===== src/rtl/alu_req_scheduler.sv =====
// Two-requester front end for a shared multi-cycle ALU: round-robin grant, one
// operation in flight, latency chosen per command, result held until taken.
//
// state   | meaning
// S_IDLE  | waiting for a request; req_ready offered to the granted requester
// S_ISSUE | latched operands on alu_*, alu_ce pulsed, latency counter loaded
// S_WAIT  | counting down ALU latency; alu_res captured when the counter hits 1
// S_RESP  | rsp_valid held for the granted requester until its rsp_ready
module alu_req_scheduler #(
    parameter int DATA_WIDTH = 8,
    parameter int CMD_WIDTH  = 4,
    parameter int LAT_ARITH  = 1,
    parameter int LAT_MUL    = 3,
    parameter int MUL_CMD0   = 9,
    parameter int MUL_CMD1   = 10
) (
    input  logic                    clk,
    input  logic                    rst,
    input  logic [1:0]              req_valid,
    output logic [1:0]              req_ready,
    input  logic [2*DATA_WIDTH-1:0] req_opa,
    input  logic [2*DATA_WIDTH-1:0] req_opb,
    input  logic [2*CMD_WIDTH-1:0]  req_cmd,
    input  logic [1:0]              req_mode,
    input  logic [1:0]              req_cin,
    input  logic [3:0]              req_inp_valid,
    output logic                    alu_ce,
    output logic                    alu_mode,
    output logic                    alu_cin,
    output logic [DATA_WIDTH-1:0]   alu_opa,
    output logic [DATA_WIDTH-1:0]   alu_opb,
    output logic [CMD_WIDTH-1:0]    alu_cmd,
    output logic [1:0]              alu_inp_valid,
    input  logic [2*DATA_WIDTH-1:0] alu_res,
    output logic [1:0]              rsp_valid,
    input  logic [1:0]              rsp_ready,
    output logic [2*DATA_WIDTH-1:0] rsp_res
);

    localparam int LAT_MAX = (LAT_MUL > LAT_ARITH) ? LAT_MUL : LAT_ARITH;
    localparam int CNT_W   = (LAT_MAX < 2) ? 1 : $clog2(LAT_MAX + 1);

    typedef enum logic [1:0] {S_IDLE, S_ISSUE, S_WAIT, S_RESP} state_t;

    state_t                  r_state;
    logic                    r_ptr;
    logic                    r_gnt;
    logic [CNT_W-1:0]        r_cnt;
    logic [DATA_WIDTH-1:0]   r_opa;
    logic [DATA_WIDTH-1:0]   r_opb;
    logic [CMD_WIDTH-1:0]    r_cmd;
    logic                    r_mode;
    logic                    r_cin;
    logic [1:0]              r_alu_inp_valid;
    logic                    r_alu_ce;
    logic [1:0]              r_rsp_valid;
    logic [2*DATA_WIDTH-1:0] r_rsp_res;

    logic                    w_gnt_id;
    logic [1:0]              w_req_ready;
    logic                    w_accept;
    logic                    w_is_mul;
    logic                    w_rsp_take;
    logic [DATA_WIDTH-1:0]   w_sel_opa;
    logic [DATA_WIDTH-1:0]   w_sel_opb;
    logic [CMD_WIDTH-1:0]    w_sel_cmd;
    logic [1:0]              w_sel_inp_valid;

    // A lone requester wins outright; the pointer only breaks ties.
    always_comb begin
        w_gnt_id = r_ptr;
        if (req_valid == 2'b01) begin
            w_gnt_id = 1'b0;
        end else if (req_valid == 2'b10) begin
            w_gnt_id = 1'b1;
        end
        w_req_ready = 2'b00;
        // rst gating keeps req_ready low while reset is held with requests pending
        if (rst && (r_state == S_IDLE) && (req_valid != 2'b00)) begin
            w_req_ready = w_gnt_id ? 2'b10 : 2'b01;
        end
    end

    assign w_accept        = |(req_valid & w_req_ready);
    assign w_sel_opa       = w_gnt_id ? req_opa[2*DATA_WIDTH-1:DATA_WIDTH] : req_opa[DATA_WIDTH-1:0];
    assign w_sel_opb       = w_gnt_id ? req_opb[2*DATA_WIDTH-1:DATA_WIDTH] : req_opb[DATA_WIDTH-1:0];
    assign w_sel_cmd       = w_gnt_id ? req_cmd[2*CMD_WIDTH-1:CMD_WIDTH] : req_cmd[CMD_WIDTH-1:0];
    assign w_sel_inp_valid = w_gnt_id ? req_inp_valid[3:2] : req_inp_valid[1:0];
    assign w_is_mul        = r_mode && ((r_cmd == CMD_WIDTH'(MUL_CMD0)) || (r_cmd == CMD_WIDTH'(MUL_CMD1)));
    assign w_rsp_take      = r_gnt ? rsp_ready[1] : rsp_ready[0];

    always_ff @(posedge clk or negedge rst) begin
        if (!rst) begin
            r_state         <= S_IDLE;
            r_ptr           <= 1'b0;
            r_gnt           <= 1'b0;
            r_cnt           <= '0;
            r_opa           <= '0;
            r_opb           <= '0;
            r_cmd           <= '0;
            r_mode          <= 1'b0;
            r_cin           <= 1'b0;
            r_alu_inp_valid <= 2'b00;
            r_alu_ce        <= 1'b0;
            r_rsp_valid     <= 2'b00;
            r_rsp_res       <= '0;
        end else begin
            case (r_state)
                S_IDLE: begin
                    if (w_accept) begin
                        r_opa           <= w_sel_opa;
                        r_opb           <= w_sel_opb;
                        r_cmd           <= w_sel_cmd;
                        r_mode          <= w_gnt_id ? req_mode[1] : req_mode[0];
                        r_cin           <= w_gnt_id ? req_cin[1] : req_cin[0];
                        r_alu_inp_valid <= w_sel_inp_valid;
                        r_gnt           <= w_gnt_id;
                        r_ptr           <= ~w_gnt_id;
                        r_alu_ce        <= 1'b1;
                        r_state         <= S_ISSUE;
                    end
                end
                S_ISSUE: begin
                    r_alu_ce <= 1'b0;
                    r_cnt    <= w_is_mul ? CNT_W'(LAT_MUL) : CNT_W'(LAT_ARITH);
                    r_state  <= S_WAIT;
                end
                S_WAIT: begin
                    r_cnt <= r_cnt - CNT_W'(1);
                    if (r_cnt <= CNT_W'(1)) begin
                        r_rsp_res       <= alu_res;
                        r_rsp_valid     <= r_gnt ? 2'b10 : 2'b01;
                        r_alu_inp_valid <= 2'b00;
                        r_state         <= S_RESP;
                    end
                end
                S_RESP: begin
                    if (w_rsp_take) begin
                        r_rsp_valid <= 2'b00;
                        r_state     <= S_IDLE;
                    end
                end
                default: r_state <= S_IDLE;
            endcase
        end
    end

    assign req_ready     = w_req_ready;
    assign alu_ce        = r_alu_ce;
    assign alu_mode      = r_mode;
    assign alu_cin       = r_cin;
    assign alu_opa       = r_opa;
    assign alu_opb       = r_opb;
    assign alu_cmd       = r_cmd;
    assign alu_inp_valid = r_alu_inp_valid;
    assign rsp_valid     = r_rsp_valid;
    assign rsp_res       = r_rsp_res;

endmodule


===== config.mk =====
export PLATFORM = sky130hd
export DESIGN_NAME = alu_req_scheduler
export DESIGN_NICKNAME = d
export VERILOG_FILES = /design/src/rtl/alu_req_scheduler.sv
export SDC_FILE = /design/constraint.sdc
export NUM_CORES = 1
export LEC_CHECK = 0
export ABC_CLOCK_PERIOD_IN_PS = 3330
export BUFFER_PORTS_ARGS = -buffer_cell sky130_fd_sc_hd__buf_2
export CAP_MARGIN = 30
export CORE_MARGIN = 2
export CORE_UTILIZATION = 49
export CTS_CLUSTER_SIZE = 10
export DETAILED_ROUTE_END_ITERATION = 6
export PLACE_DENSITY = 0.92
export SYNTH_ARGS = -nofsm -noshare
export SYNTH_HDL_FRONTEND = slang
export SYNTH_SLANG_ARGS = --single-unit

===== constraint.sdc =====
create_clock -name clk -period 3.33 [get_ports clk]
set_input_delay 0.8325 -clock clk [delete_from_list [all_inputs] [get_ports clk]]
set_output_delay 0.8325 -clock clk [all_outputs]
set_load 0.02 [all_outputs]

==> flow_summary.html <==
<table>
<tr><th>Metric</th><th>Value</th></tr>
<tr><th colspan="2">Run status</th></tr>
<tr><td>Status</td><td>complete, no violations</td></tr>
<tr><th colspan="2">Cells and area</th></tr>
<tr><td>Register area</td><td>1230 sq um</td></tr>
<tr><td>Net total in the final layout</td><td>360</td></tr>
<tr><td>Most common cell after layout, fill and taps aside</td><td>buf_2</td></tr>
<tr><td>Area occupied by multi-input gates</td><td>906 sq um</td></tr>
<tr><td>Most frequent cells in the layout</td><td>buf_2, dfrtp_1, a221o_1, and2_1, mux2_2</td></tr>
<tr><td>Final antenna diode count</td><td>0</td></tr>
<tr><td>Number of filler instances in the final layout</td><td>330</td></tr>
<tr><td>Area overhead of the layout relative to synthesis</td><td>30.7%</td></tr>
<tr><td>Fraction of layout cells with a size suffix above 1</td><td>0.517</td></tr>
<tr><th colspan="2">Yosys</th></tr>
<tr><td>Synth Area per Inst</td><td>between 10 and 15 sq um</td></tr>
<tr><td>Cell count after synthesis</td><td>170</td></tr>
<tr><td>Count of warnings emitted by yosys</td><td>0</td></tr>
<tr><td>Number of enable-type register cells in the synthesized netlist</td><td>0</td></tr>
<tr><td>Post-synth top area cell</td><td>dfrtp_1</td></tr>
<tr><td>Share of Yosys cell area claimed by the top area cell type</td><td>0.547</td></tr>
<tr><td>Top post-synthesis cells by area</td><td>dfrtp_1, a221o_1, mux2_2</td></tr>
<tr><td>Library cells used by synthesis</td><td>38</td></tr>
<tr><td>Post-Syn Area</td><td>2240 sq um</td></tr>
<tr><td>Fraction of registers with async set/reset</td><td>1.00</td></tr>
<tr><td>Most frequently used flop master after synthesis</td><td>dfrtp_1</td></tr>
<tr><td>#FFs+latches synth</td><td>a little under 50</td></tr>
<tr><td>Proportion of synthesized chip area in sequential cells</td><td>0.547</td></tr>
<tr><td>Post-Synthesis Net Count</td><td>around 250</td></tr>
<tr><th colspan="2">Power</th></tr>
<tr><td>PwrDens</td><td>between 900 and 1000 nW/um^2</td></tr>
<tr><td>Leakage power of the design</td><td>approximately 1.5 nW</td></tr>
<tr><td>Max rail drop VDD</td><td>0.000439 V</td></tr>
<tr><td>Final Power</td><td>approximately 0.0029 W</td></tr>
<tr><th colspan="2">Run</th></tr>
<tr><td>Max cap viols</td><td>0</td></tr>
<tr><th colspan="2">Die</th></tr>
<tr><td>Area of the die</td><td>just over 5000 sq um</td></tr>
<tr><td>Starting density of the core</td><td>0.512</td></tr>
<tr><td>Rows</td><td>24</td></tr>
<tr><td>Core Region</td><td>4380 sq um</td></tr>
<tr><td>Die H</td><td>71.7 microns</td></tr>
<tr><td>Number of top-level design ports</td><td>115</td></tr>
<tr><td>Horiz. Die Dim</td><td>approximately 72 microns</td></tr>
<tr><th colspan="2">Global routing</th></tr>
<tr><td>Initial antenna violation count</td><td>0</td></tr>
<tr><td>Sum of overflow across all layers after global routing</td><td>0</td></tr>
<tr><td>Total global-route track usage</td><td>0.208</td></tr>
<tr><td>Vias in the first global route</td><td>between 1500 and 2000</td></tr>
<tr><td>Largest net degree at the start of global routing</td><td>29</td></tr>
<tr><td>Wire length of the first global-routing pass</td><td>around 8200 microns</td></tr>
<tr><th colspan="2">Clocking</th></tr>
<tr><td>Gates resized, CTS repair</td><td>0</td></tr>
<tr><td>Clock latency of the later-clocked register in the worst-skew pair</td><td>300 ps</td></tr>
<tr><td>Clock sinks</td><td>approximately 50</td></tr>
<tr><td>Clock-pin slew on the worst setup and hold paths</td><td>roughly 90 ps</td></tr>
<tr><td>Max Buffers Root-to-Sink</td><td>2</td></tr>
<tr><td>Total number of H-tree levels</td><td>2</td></tr>
<tr><td>CTS tree</td><td>done</td></tr>
<tr><td>CTS Hold Buffers Added</td><td>0</td></tr>
<tr><td>Clock root cell</td><td>clkbuf_8</td></tr>
<tr><td>Inserted Clock Buffers</td><td>5</td></tr>
<tr><td>Post-CTS setup buffers</td><td>0</td></tr>
<tr><th colspan="2">STA</th></tr>
<tr><td>Max Clock Skew</td><td>7.93 ps</td></tr>
<tr><td>Peak clock frequency supported by timing</td><td>slightly below 400 MHz</td></tr>
<tr><td>Tmin final</td><td>2580 ps</td></tr>
<tr><td>Measured slew at the worst slew-check pin</td><td>roughly 760 ps</td></tr>
<tr><td>Max Transition Viols Final</td><td>0</td></tr>
<tr><td>Total negative setup slack</td><td>0 ps</td></tr>
<tr><td>Relative max-transition margin</td><td>0.492</td></tr>
<tr><td>Final Cycle Share</td><td>0.776</td></tr>
<tr><td>RSZ-0062 raised after global routing</td><td>false</td></tr>
<tr><td>Final hold violation count</td><td>0</td></tr>
<tr><td>Setup-failing EPs final</td><td>0</td></tr>
<tr><td>Final WS setup</td><td>approximately 750 ps</td></tr>
<tr><th colspan="2">Place</th></tr>
<tr><td>DP Wirelength</td><td>approximately 3900 microns</td></tr>
<tr><td>Port Buf Inserts</td><td>roughly 110</td></tr>
<tr><td>Pre-CTS WS</td><td>a little under 1000 ps</td></tr>
<tr><td>Placer's final routability congestion estimate</td><td>between 0.7 and 0.8</td></tr>
<tr><th colspan="2">Detailed routing</th></tr>
<tr><td>ANT nets after route</td><td>0</td></tr>
<tr><td>Number of DRC markers in iteration 0</td><td>134</td></tr>
<tr><td>Number of iterations in the first detailed-routing pass</td><td>4</td></tr>
<tr><td>DR WL/cell</td><td>15.4 microns</td></tr>
<tr><td>Via count</td><td>1806</td></tr>
<tr><td>Routed via count divided by cell count</td><td>about 5.3</td></tr>
<tr><td>Post-Route WL</td><td>approximately 5200 microns</td></tr>
<tr><td>DRC violation count after routing</td><td>0</td></tr>
<tr><th colspan="2">Worst setup path</th></tr>
<tr><td>Setup crit end kind</td><td>primary output</td></tr>
<tr><td>Reg-to-reg setup timing slack</td><td>1230 ps</td></tr>
<tr><td>Crit Path Max Fanout</td><td>7</td></tr>
<tr><td>Startpoint of the lowest-slack register-to-register path</td><td>r_state[1]</td></tr>
<tr><td>Arrival time reported for the critical path endpoint</td><td>between 1500 and 2000 ps</td></tr>
<tr><td>Cell count of the worst reg-to-reg path</td><td>5</td></tr>
<tr><td>Crit Reg-Reg Endpoint</td><td>r_state[1]</td></tr>
<tr><td>Element type at the critical path start</td><td>flip-flop</td></tr>
<tr><td>Critical path class</td><td>reg -&gt; out</td></tr>
<tr><td>Worst EP required</td><td>approximately 2500 ps</td></tr>
<tr><th colspan="2">Worst hold path</th></tr>
<tr><td>Tightest Hold Check Type</td><td>in -&gt; async</td></tr>
</table>
[per-stage QoR]
stage	util	cell area, sq um	hold slack (ps)	instances
floorplan	-	2240	483	170
global placement	0.645	2830	482	330
detailed placement	0.645	2830	487	330
CTS	0.669	2930	356	338
global route	0.669	2930	350	338
finish	0.669	2930	362	338
[registers in the layout (all words and copies together), names as in the netlist, 2 cells and up]
register       flops
rsp_res           16
alu_opa            8
alu_opb            8
alu_cmd            4
alu_inp_valid      2
r_cnt              2
r_state            2
rsp_valid          2
[routing by layer]
metal,global-route usage,routed length (microns)
met1,0.258,2200
met2,0.350,2540
met3,0.0492,373
met4,0.0839,91
met5,0,0
[critical path: stages (launching register included)]
cell	delay (ps)
dfrtp_1	420
inv_1	100
ha_1	400
nand2_1	210
nor2b_4	150
buf_2	170
[cell usage after synthesis, drive strengths merged (2+ instances only)]
cell    count
a21o        2
a21oi       3
a221o      22
a32oi       2
and2       22
buf         8
clkbuf      2
dfrtp      49
ha          5
inv         8
mux2       17
nand2       4
nand2b      2
nor2        2
nor2b       2
o22ai       2
o32ai       2
[report_power, final]
part,internal [W],leakage (nW),switching [W],total (W)
clock network,0.000192,0.0549,0.000199,0.000391
registers,0.000885,0.598,0.000157,0.00104
logic,0.000655,0.855,0.000817,0.00147
[final cells by class]
cell class / instances / area share
clock inverter: 1 / 0.00299
inverter: 8 / 0.0102
sequential: 49 / 0.418
tap: 52 / 0.0222
timing repair buffer: 118 / 0.205
multi-input combinational: 103 / 0.309
clock buffer: 7 / 0.0328
[kinds of logic (layout without fill, tap and decap cells)]
family,Yosys count,in the layout,synth area share
AO/OA/AOI/OAI,43,43,0.182
XOR/XNOR,1,1,0.00390
adder cells (fa/ha/maj),5,5,0.0279
buffers and inverters,18,134,0.0496
flip-flops,49,49,0.547
multiplexers,18,18,0.0898
AND/OR/NAND/NOR,36,36,0.100
[worst max-delay path by stage]
stage	start	slack, ps	endpoint
final	r_state[1]	750	req_ready[0]
after global routing	r_state[0]	680	req_ready[0]
after CTS	r_state[1]	760	req_ready[0]
after detailed placement	req_valid[0]	980	req_ready[0]
after global placement	rst	1010	req_ready[0]
after floorplan	req_valid[0]	1100	req_ready[0]
Power figures use the tool's default switching activity.
